===== src/rtl/fib_step_engine_pkg.sv =====
// Shared definitions for the Fibonacci step engine: FSM encoding, default sizes
// and the BCD digit-count helper also used by the display stage.
package fib_step_engine_pkg;

    typedef enum logic {
        S_IDLE = 1'b0,
        S_CONV = 1'b1
    } fib_state_t;

    localparam int FIB_W_DEFAULT = 16;
    localparam int FIB_D_DEFAULT = 5;

    // Smallest D with 10^D > 2^w-1, i.e. floor(w*log10(2)) + 1.
    function automatic int bcd_digits(input int w);
        return (w * 30103) / 100000 + 1;
    endfunction

endpackage


===== src/rtl/fib_step_engine_bin2bcd_seq.sv =====
// Sequential double-dabble converter: one add-3/shift iteration per cycle, W cycles per word.
// done is high in the cycle whose closing edge completes the conversion; dout is valid then.
module bin2bcd_seq #(
    parameter int W = 16,
    parameter int D = 5
) (
    input  logic           clk,
    input  logic           rst,
    input  logic           start,
    input  logic [W-1:0]   din,
    output logic           busy,
    output logic           done,
    output logic [4*D-1:0] dout
);

    localparam int CW = $clog2(W + 1);
    localparam int SW = 4 * D + W;

    logic [SW-1:0] sr;
    logic [SW-1:0] sr_adj;
    logic [SW-1:0] sr_next;
    logic [CW-1:0] cnt;

    // Each BCD digit is corrected from its own pre-shift value, then the whole word shifts.
    always_comb begin
        sr_adj = sr;
        for (int i = 0; i < D; i++) begin
            if (sr[W + 4*i +: 4] >= 4'd5) begin
                sr_adj[W + 4*i +: 4] = sr[W + 4*i +: 4] + 4'd3;
            end
        end
        sr_next = sr_adj << 1;
    end

    always_ff @(posedge clk) begin
        if (rst) begin
            sr  <= '0;
            cnt <= '0;
        end else if (start) begin
            sr  <= {{(4*D){1'b0}}, din};
            cnt <= CW'(W);
        end else if (cnt != '0) begin
            sr  <= sr_next;
            cnt <= cnt - CW'(1);
        end
    end

    assign busy = (cnt != '0);
    assign done = (cnt == CW'(1));
    assign dout = sr_next[SW-1 -: 4*D];

endmodule


===== src/rtl/fib_step_engine.sv =====
// Advances a Fibonacci sequence one term per accepted step pulse, converts each new term
// to packed BCD, buffers one step that arrives mid-conversion and flags overflow stickily.
module fib_step_engine
    import fib_step_engine_pkg::*;
#(
    parameter int W = FIB_W_DEFAULT,
    parameter int D = FIB_D_DEFAULT
) (
    input  logic           clk,
    input  logic           rst,
    input  logic           step,
    input  logic           clear,
    output logic [W-1:0]   fib,
    output logic [7:0]     index,
    output logic [4*D-1:0] bcd,
    output logic           bcd_valid,
    output logic           busy,
    output logic           ovf
);

    fib_state_t     state;
    fib_state_t     state_next;
    logic [W-1:0]   a;
    logic [W-1:0]   b;
    logic           nxt_ovf;
    logic           pending;
    logic [W:0]     sum;
    logic           accept;
    logic           block;
    logic           restart;
    logic           conv_busy;
    logic           conv_done;
    logic [4*D-1:0] conv_dout;

    assign restart = rst | clear;
    assign sum     = {1'b0, a} + {1'b0, b};

    // nxt_ovf records whether b itself was truncated, i.e. the next term to be shown is unrepresentable.
    always_comb begin
        state_next = state;
        accept     = 1'b0;
        block      = 1'b0;
        case (state)
            S_IDLE: begin
                if (step | pending) begin
                    if (!nxt_ovf) begin
                        accept     = 1'b1;
                        state_next = S_CONV;
                    end else begin
                        block = 1'b1;
                    end
                end
            end
            S_CONV: begin
                if (conv_done || !conv_busy) begin
                    state_next = S_IDLE;
                end
            end
            default: state_next = S_IDLE;
        endcase
    end

    always_ff @(posedge clk) begin
        if (restart) begin
            state     <= S_IDLE;
            a         <= '0;
            b         <= W'(1);
            nxt_ovf   <= 1'b0;
            index     <= 8'd0;
            pending   <= 1'b0;
            ovf       <= 1'b0;
            bcd       <= '0;
            bcd_valid <= 1'b1;
            busy      <= 1'b0;
        end else begin
            state <= state_next;
            if (accept) begin
                a         <= b;
                b         <= sum[W-1:0];
                nxt_ovf   <= sum[W];
                index     <= index + 8'd1;
                busy      <= 1'b1;
                bcd_valid <= 1'b0;
            end
            if (block) begin
                ovf <= 1'b1;
            end
            // In IDLE any buffered step is consumed; in CONV only one extra step is held.
            if (state == S_IDLE) begin
                pending <= 1'b0;
            end else if (step) begin
                pending <= 1'b1;
            end
            if (state == S_CONV && conv_done) begin
                bcd       <= conv_dout;
                bcd_valid <= 1'b1;
                busy      <= 1'b0;
            end
        end
    end

    bin2bcd_seq #(
        .W(W),
        .D(D)
    ) u_bin2bcd (
        .clk  (clk),
        .rst  (restart),
        .start(accept),
        .din  (b),
        .busy (conv_busy),
        .done (conv_done),
        .dout (conv_dout)
    );

    assign fib = a;

endmodule

===== config.mk =====
export PLATFORM = sky130hd
export DESIGN_NAME = fib_step_engine
export DESIGN_NICKNAME = d
export VERILOG_FILES = /design/src/rtl/fib_step_engine_pkg.sv /design/src/rtl/fib_step_engine_bin2bcd_seq.sv /design/src/rtl/fib_step_engine.sv
export SDC_FILE = /design/constraint.sdc
export NUM_CORES = 1
export LEC_CHECK = 0
export ABC_CLOCK_PERIOD_IN_PS = 3900
export CORE_MARGIN = 10
export CORE_UTILIZATION = 38
export CTS_CLUSTER_SIZE = 16
export DETAILED_ROUTE_END_ITERATION = 10
export GPL_ROUTABILITY_DRIVEN = 0
export PLACE_DENSITY = 0.69
export SLEW_MARGIN = 10
export SYNTH_ARGS = -nofsm -noshare
export SYNTH_HDL_FRONTEND = slang
export SYNTH_SLANG_ARGS = --single-unit

===== constraint.sdc =====
create_clock -name clk -period 3.9 [get_ports clk]
set_clock_uncertainty 0.2 [all_clocks]
set_input_delay 1.17 -clock clk [delete_from_list [all_inputs] [get_ports clk]]
set_output_delay 1.17 -clock clk [all_outputs]
set_load 0.02 [all_outputs]

Word level (Yosys, flattened, before mapping)
Index checks and enable logic that the tools add are counted.
{"block": "op_classes", "n_addsub": 8, "n_lt_le_gt_ge": 5, "eq_ne": 1, "n_mux": 17, "bitwise": 3, "n_reduce_logical": 8}
{"op": "16-bit 2-to-1 mux", "count": 2}
{"op": "4-bit by 3-bit >= comparator with 1-bit output (second input constant)", "count": 5}
{"op": "16-bit by 16-bit adder with 17-bit output", "count": 1}
{"op": "4-bit by 2-bit adder with 4-bit output (second input constant)", "count": 4}
{"op": "4-bit 2-to-1 mux", "count": 4}
{"op": "5-bit 2-to-1 mux", "count": 2}
{"op": "8-bit by 1-bit adder with 8-bit output (second input constant)", "count": 1}
{"op": "1-bit 2-to-1 mux", "count": 7}
{"op": "2-bit OR reduction", "count": 3}
{"op": "5-bit by 1-bit equality test with 1-bit output (second input constant)", "count": 1}
{"op": "5-bit nonzero test", "count": 1}
{"op": "5-bit by 1-bit subtractor with 5-bit output (second input constant)", "count": 1}
{"op": "3-bit by 2-bit adder with 3-bit output (second input constant)", "count": 1}
{"op": "3-bit 2-to-1 mux", "count": 1}
{"op": "1-bit OR", "count": 2}
{"op": "1-bit case mux with 2 select lines", "count": 1}
{"op": "2-bit nonzero test", "count": 1}
{"op": "1-bit logical AND", "count": 1}
{"op": "1-bit logical NOT", "count": 1}
{"op": "1-bit logical OR", "count": 1}
{"op": "1-bit NOT", "count": 1}
{"block": "word_totals", "reg_bits": 107, "output_inout_bits": 47}

Depth between registers and ports, before layout
Gate-level depths: netlist of run 1.
{"block": "logic_depth", "ltp_word": 5, "mapped_depth": 8, "mapped_depth_nobuf": 7}

By module
From an unflattened synthesis of run 1, not the netlist that was laid out.
{"block": "unflattened", "cells_unflattened": 638, "area_unflattened_um2": 5196.2}
{"module": "fib_step_engine", "n_inst": 1, "cells_each": 377, "area_each_um2": 3019.1}
{"module": "bin2bcd_seq", "n_inst": 1, "cells_each": 261, "area_each_um2": 2177.1}

Least setup slack after synthesis of run 1
Ideal clock, no wire load.
{"block": "synth_path", "kind": "input port to flip-flop", "start": "input clear", "end": "register b[13]", "t_arrival_ps": 2219, "required_time_ps": 3638, "path_slack_ps": 1418, "cell_stages": 4, "path_buffers": 0, "path_cell_list": "nor2_1 nand2_1 or4_1 nand3_1"}
{"block": "synth_via", "elab_chain_cells": 1}
{"item": "from (decl)", "line": "fib_step_engine.sv:12", "source": "input logic clear,"}
{"item": "1-bit OR", "line": "fib_step_engine.sv:35", "source": "assign restart = rst | clear;"}
{"item": "to (signal assigned)", "line": "fib_step_engine.sv:79", "source": "b <= sum[W-1:0];"}
{"item": "to (decl)", "line": "fib_step_engine.sv:24", "source": "logic [W-1:0] b;"}
No other way between the ends.
A chain may end at the register's enable or synchronous reset.

Final worst setup path of run 1
{"block": "layout_path", "start": "input rst", "end": "register b[14]"}
{"block": "layout_via", "elab_chain_cells": 1}
{"item": "from (decl)", "line": "fib_step_engine.sv:10", "source": "input logic rst,"}
{"item": "1-bit OR", "line": "fib_step_engine.sv:35"}
No other way between the ends.

==> results of run 1 <==
-- cell type report --
cell class	count	area, um2
Sequential cell	107	2142
Tap cell	176	220.2
Inverter	16	60.06
Clock inverter	2	13.76
Clock buffer	11	252.7
Timing Repair Buffer	59	568.0
Fill cell	1328	7181
Multi-Input combinational cell	462	2805
-- critical path: stages --
cell	delay, ns
clkdlybuf4s50_1	0.47
or2_2	0.50
buf_4	0.54
a211o_1	0.15
nand3_1	0.05
-- cells in the mapped netlist (5+ instances only) --
cell type  instances
mux2_2            16
nand2_1          122
buf_2             12
nand2b_1           6
nand3_1           16
dfxtp_1          107
nor3b_1            9
nor3_1            13
a211oi_1          16
xor2_1             9
clkbuf_1          15
xnor2_1           10
a21oi_1           89
ha_1              29
mux2i_1            5
o21ai_0           21
inv_1             16
nor2_1            43
nand4_1            7
-- metrics by stage --
stage / util / power (uW) / instances
global route: 0.4578 / 2187 / 833
CTS: 0.4578 / 2123 / 833
detailed placement: 0.4376 / 1285 / 820
global placement: 0.4376 / 1281 / 820
finish: 0.4578 / 2097 / 833
floorplan: - / 1243 / 614
-- routing by layer --
layer  part of all wire  track usage  vias to the layer above
met2               0.50       0.2346                       66
met4              0.012      0.03491                        0
met3              0.048      0.04133                       12
li1                   -            -                     2230
met5                  0            0                        -
met1               0.44       0.1458                     2033
-- how the worst max path moves through the flow --
| stage | startpoint | endpoint | slack [ns] | cells past startpoint |
|---|---|---|---|---|
| finish | rst | b[14] | 1.02 | 5 |
| global route | clear | b[14] | 0.88 | 5 |
| CTS | clear | b[14] | 1.05 | 5 |
| floorplan | clear | b[13] | 1.42 | 4 |
| global placement | clear | b[14] | 0.69 | 5 |
| detailed placement | clear | b[14] | 0.68 | 5 |
-- power by group through the flow --
stage          clock (uW)  sequential [uW]  combinational, uW
2_1_floorplan           0             1140                104
3_3_place_gp            0             1140                144
3_5_place_dp            0             1140                148
4_1_cts               862             1110                148
5_1_grt               910             1110                164
6_report              838             1110                147
-- registers in the layout, summed over array words and instances, names as in the netlist, 5 cells and up --
register and count:
u_bin2bcd.sr 36, bcd 20, b 16, fib 16, index 8, u_bin2bcd.cnt 5
-- kinds of logic (layout without fill, tap and decap cells) --
| kind of cell | count (synthesis) | count (layout) | synth area share |
|---|---|---|---|
| adder cells (fa/ha/maj) | 30 | 30 | 0.07469 |
| AND/OR/NAND/NOR | 232 | 232 | 0.1997 |
| XOR/XNOR | 19 | 19 | 0.03246 |
| multiplexers | 21 | 21 | 0.04491 |
| AO/OA/AOI/OAI | 160 | 160 | 0.1945 |
| flip-flops | 107 | 107 | 0.4179 |
| buffers and inverters | 45 | 88 | 0.03588 |
==> metrics, run 1 <==
via/cell ratio=5.211; Die Y=136.1 um; pre-CTS setup slack=0.6844 ns; initial DRC count=269; Leak Pwr=0.002148 uW; Period Utilization, post-route=0.7391; Gate Count Post-Synth=614; worst slew pin tran=1.025 ns; Hold Crit Endpoint=bcd[13]; die area=0.01854 mm2; Switching Share=0.2337; reg-to-reg slack, setup=1.50 ns; Ant. Diodes=0; post-synth top area share=0.4179; largest cells by area after synthesis=dfxtp_1 42%, nand2_1 8.9%, a21oi_1 8.7%; Peak supply drop=236.7 uV; Ys Warns=0; post-synthesis cell area=0.005126 mm2; Nets=689; hold_sp=bcd[13]; vias in the first global route=4318; Netlist cell types=53; unrepaired setup endpoints after global routing=false; post-detail-place hpwl=8.468 mm; Setup WS post-layout=1.017 ns; antenna viol nets, final=0; Synth Area per Inst=8.349 um2; Final Critical Period=2.883 ns; first-pass GRT wire length=20.11 mm; TritonCTS buffer count=9; worst min path class=reg -> reg; commonest non-fill, non-tap cells in the layout=122 x nand2_1, 107 x dfxtp_1, 89 x a21oi_1; register bit total from synthesis=107; share of layout cells above drive strength 1=0.07763; clock-pin slew on the worst setup and hold paths=0.06 ns; post-route cell area=0.006062 mm2; Residual DRC=0; worst-skew pair later-pin latency=0.34 ns; Clk pwr share=0.399; worst r2r dst=u_bin2bcd.sr[27]; CTS Hold Bufs=0; I/O pins=51; max cap viols=0; grt total ovfl=0; ys flop type=dfxtp_1; endpoints failing setup=0; startpoint types=primary input; fmax=0.3469 GHz; CTS tree=done; pin count of the biggest net entering global routing=47; Fin Setup TNS=0 ns; pwr dens=345.9 mW/mm2; Hold Fails Final Rpt=0; Clock Tree Root=clkbuf_16; port bufs=50; Synth async-reset ratio=0; Mapped Nets=648; initial antenna violation count=0; Rows=42; Die X=136.1 um; DR vias=4341; Hold Crit Depth=2; commonest non-fill, non-tap cell in the layout=nand2_1; Clock Sinks=107; CP endpoint kind=flip-flop; Seq pwr share=0.530; Post-Place Cell Area=0.005796 mm2; critical path type=in -> reg; Arr. time, crit path=2.91 ns; Internal=1607 uW; Comb pwr share=0.070; biggest area consumer among synthesized cells=dfxtp_1; Post-synth EDFFs=0; post_cts resized=0; Core Area=0.01324 mm2; reg2reg path depth=7; Area Growth Syn to Fin=18.26%; initial core utilization=0.3871; P_sw=490.1 uW; Seq/Total Area, Yosys=0.4179; status=complete, no violations; Critical Path RT=3.93 ns; postcts setup bufs=0; Global Route Usage Sum=0.1309; hold slack=0.2548 ns; Wirelength per Cell=14.12 um; fin. max-slew vios=0; reg2reg start=u_bin2bcd.cnt[0]; Slew HR=0.3141; DR pass1 iterations=4; clk buf depth=2; H-tree Lvls=3; CP max FO=46; Routed Wire Length=11.77 mm
No activity file was read; power rests on OpenSTA's default activity.
==> inputs of run 2 (changes only) <==
Settings changed: ABC_CLOCK_PERIOD_IN_PS 3900 to 2470, PLACE_DENSITY 0.69 to 0.71.
Clock period 3.9 ns to 2.47 ns, I/O delays scaled along.
==> metrics, run 2 (synthesis results as in run 1) <==
status=complete, no violations (unchanged); Hold Fails Final Rpt=0 (unchanged); Comb pwr share=0.072 (was 0.070); crit-path cells=clkdlybuf4s50_1 (was clkdlybuf4s50_1 -> or2_2 -> buf_4 -> a211o_1 -> nand3_1); worst r2r dst=b[10] (was u_bin2bcd.sr[27]); Clock Sinks=107 (unchanged); max FFs per register=36 (unchanged); worst-skew pair later-pin latency=0.35 ns (was 0.34 ns); Global Route Usage Sum=0.1362 (was 0.1309); Residual DRC=0 (unchanged); CP endpoint kind=output port (was flip-flop); Leak Pwr=0.002243 uW (was 0.002148 uW); post-route cell area=0.006223 mm2 (was 0.006062 mm2); first-pass GRT wire length=20.84 mm (was 20.11 mm); kind of cell adding the most delay to the critical path=buffers and inverters (unchanged); Core Area=0.01324 mm2 (unchanged); Wirelength per Cell=14.63 um (was 14.12 um); Nets=703 (was 689); grt total ovfl=0 (unchanged); reg2reg start=fib[0] (was u_bin2bcd.cnt[0]); initial antenna violation count=0 (unchanged); worst slew pin tran=0.9719 ns (was 1.025 ns); Peak supply drop=415.3 uV (was 236.7 uV); vias in the first global route=4443 (was 4318); die area=0.01854 mm2 (unchanged); Final Critical Period=2.391 ns; fin. max-slew vios=0 (unchanged); Die Y=136.1 um (unchanged); Setup WS post-layout=0.07861 ns (was 1.017 ns); Switching Share=0.2480 (was 0.2337); Rows=42 (unchanged); post-detail-place hpwl=9.217 mm (was 8.468 mm); Post-Place Cell Area=0.005913 mm2 (was 0.005796 mm2); Arr. time, crit path=1.45 ns (was 2.91 ns); pwr dens=562.4 mW/mm2 (was 345.9 mW/mm2); TritonCTS buffer count=9 (unchanged); Seq pwr share=0.502 (was 0.530); CTS tree=done (unchanged); I/O pins=51 (unchanged); pre-CTS setup slack=0.0004150 ns (was 0.6844 ns); Clock Tree Root=clkbuf_16 (unchanged); DR pass1 iterations=5 (was 4); clock-pin slew on the worst setup and hold paths=0.07 ns (was 0.06 ns); Worst Setup EP=fib[1] (was b[14]); hold_sp=bcd[6] (was bcd[13]); endpoints failing setup=0 (unchanged); Top Registers=u_bin2bcd.sr x36, bcd x20 (unchanged); share of layout cells above drive strength 1=0.1024 (was 0.07763); reg2reg path depth=7 (unchanged); initial DRC count=298 (was 269); Critical Path RT=1.53 ns (was 3.93 ns); H-tree Lvls=3 (unchanged); Internal=2632 uW (was 1607 uW); Critical Path Max Stage Delay=0.66 ns (was 0.54 ns); DR vias=4461 (was 4341); unrepaired setup endpoints after global routing=false (unchanged); Routed Wire Length=12.43 mm (was 11.77 mm); Clk pwr share=0.427 (was 0.399); critical path launch point=fib[1] (was rst); antenna viol nets, final=0 (unchanged); initial core utilization=0.3871 (unchanged); CP max FO=4 (was 46); port bufs=50 (unchanged); critical path type=reg -> out (was in -> reg); fmax=0.4182 GHz; max cap viols=0 (unchanged); Period Utilization, post-route=0.9682; commonest non-fill, non-tap cell in the layout=nand2_1 (unchanged); Area Growth Syn to Fin=21.41% (was 18.26%); Biggest register=u_bin2bcd.sr (unchanged); Buf/Inv on CP=1 (was 2); Slew HR=0.3497 (was 0.3141); via/cell ratio=5.248 (was 5.211); worst min path class=reg -> reg (unchanged); commonest non-fill, non-tap cells in the layout=122 x nand2_1, 107 x dfxtp_1, 88 x a21oi_1 (was 122 x nand2_1, 107 x dfxtp_1, 89 x a21oi_1); clk buf depth=2 (unchanged); Fin Setup TNS=0 ns (unchanged); reg-to-reg slack, setup=0.21 ns (was 1.50 ns); pin count of the biggest net entering global routing=28 (was 47); Worst path depth=1 (was 5); startpoint types=flip-flop (was primary input); CP max-delay cell=clkdlybuf4s50_1 (was buf_4); P_sw=868.0 uW (was 490.1 uW); Ant. Diodes=0 (unchanged); Die X=136.1 um (unchanged)
## run 2: changes by cell type in the layout (fill, tap and decap cells not counted)
cell,change
buf_4,+13
inv_6,+3
clkbuf_8,-2
a21oi_1,-1
a21oi_2,+1
buf_12,+1
bufinv_16,+1
inv_8,+1
## run 2: what timing repair did
action,4_1_cts,5_1_grt
resized for setup,0,1
setup buffers,0,0
endpoints found under the setup margin,0,1
hold buffers,0,0
## run 2: per-stage QoR
step,cells,power [uW],util,hold WS [ns]
after floorplan,614,1962,-,0.2319
after global placement,834,2037,0.4465,0.2416
after detailed placement,834,2047,0.4465,0.2471
after CTS,850,3546,0.4697,0.2578
after global routing,850,3639,0.4700,0.2787
final,850,3500,0.4700,0.2545
## run 2: metal layers
layer	vias to the layer above	global-route usage	part of all wire
li1	2257	-	-
met1	2099	0.1532	0.43
met2	91	0.2427	0.50
met3	14	0.04354	0.060
met4	0	0.03432	0.010
met5	-	0	0
## run 2: worst min-delay path by stage
| stage | to | cells past startpoint |
|---|---|---|
| final | bcd[6] | 2 |
| after global routing | bcd[1] | 2 |
| after CTS | bcd[6] | 2 |
| after detailed placement | bcd[6] | 2 |
| after global placement | bcd[6] | 2 |
| after floorplan | u_bin2bcd.sr[33] | 2 |
## run 2: cell type report
type / instances / area (um2)
clock buffer: 9 / 225.2
multi-input combinational: 462 / 2809
sequential: 107 / 2142
inverter: 16 / 60.06
tap: 176 / 220.2
timing repair buffer: 73 / 685.7
clock inverter: 7 / 81.33
fill: 1257 / 7019
## run 2: power by group through the flow
stage / Combinational (uW) / Clock [uW] / Sequential (uW)
CTS: 251 / 1540 / 1760
finish: 251 / 1490 / 1760
detailed placement: 250 / 0 / 1800
global route: 276 / 1600 / 1760
global placement: 242 / 0 / 1800
floorplan: 165 / 0 / 1800
==> inputs of run 3 (changes only) <==
Settings changed: CAP_MARGIN set to 20.
==> results of run 3 <==
The final DEF is identical to that of run 2; final timing and power are the same.
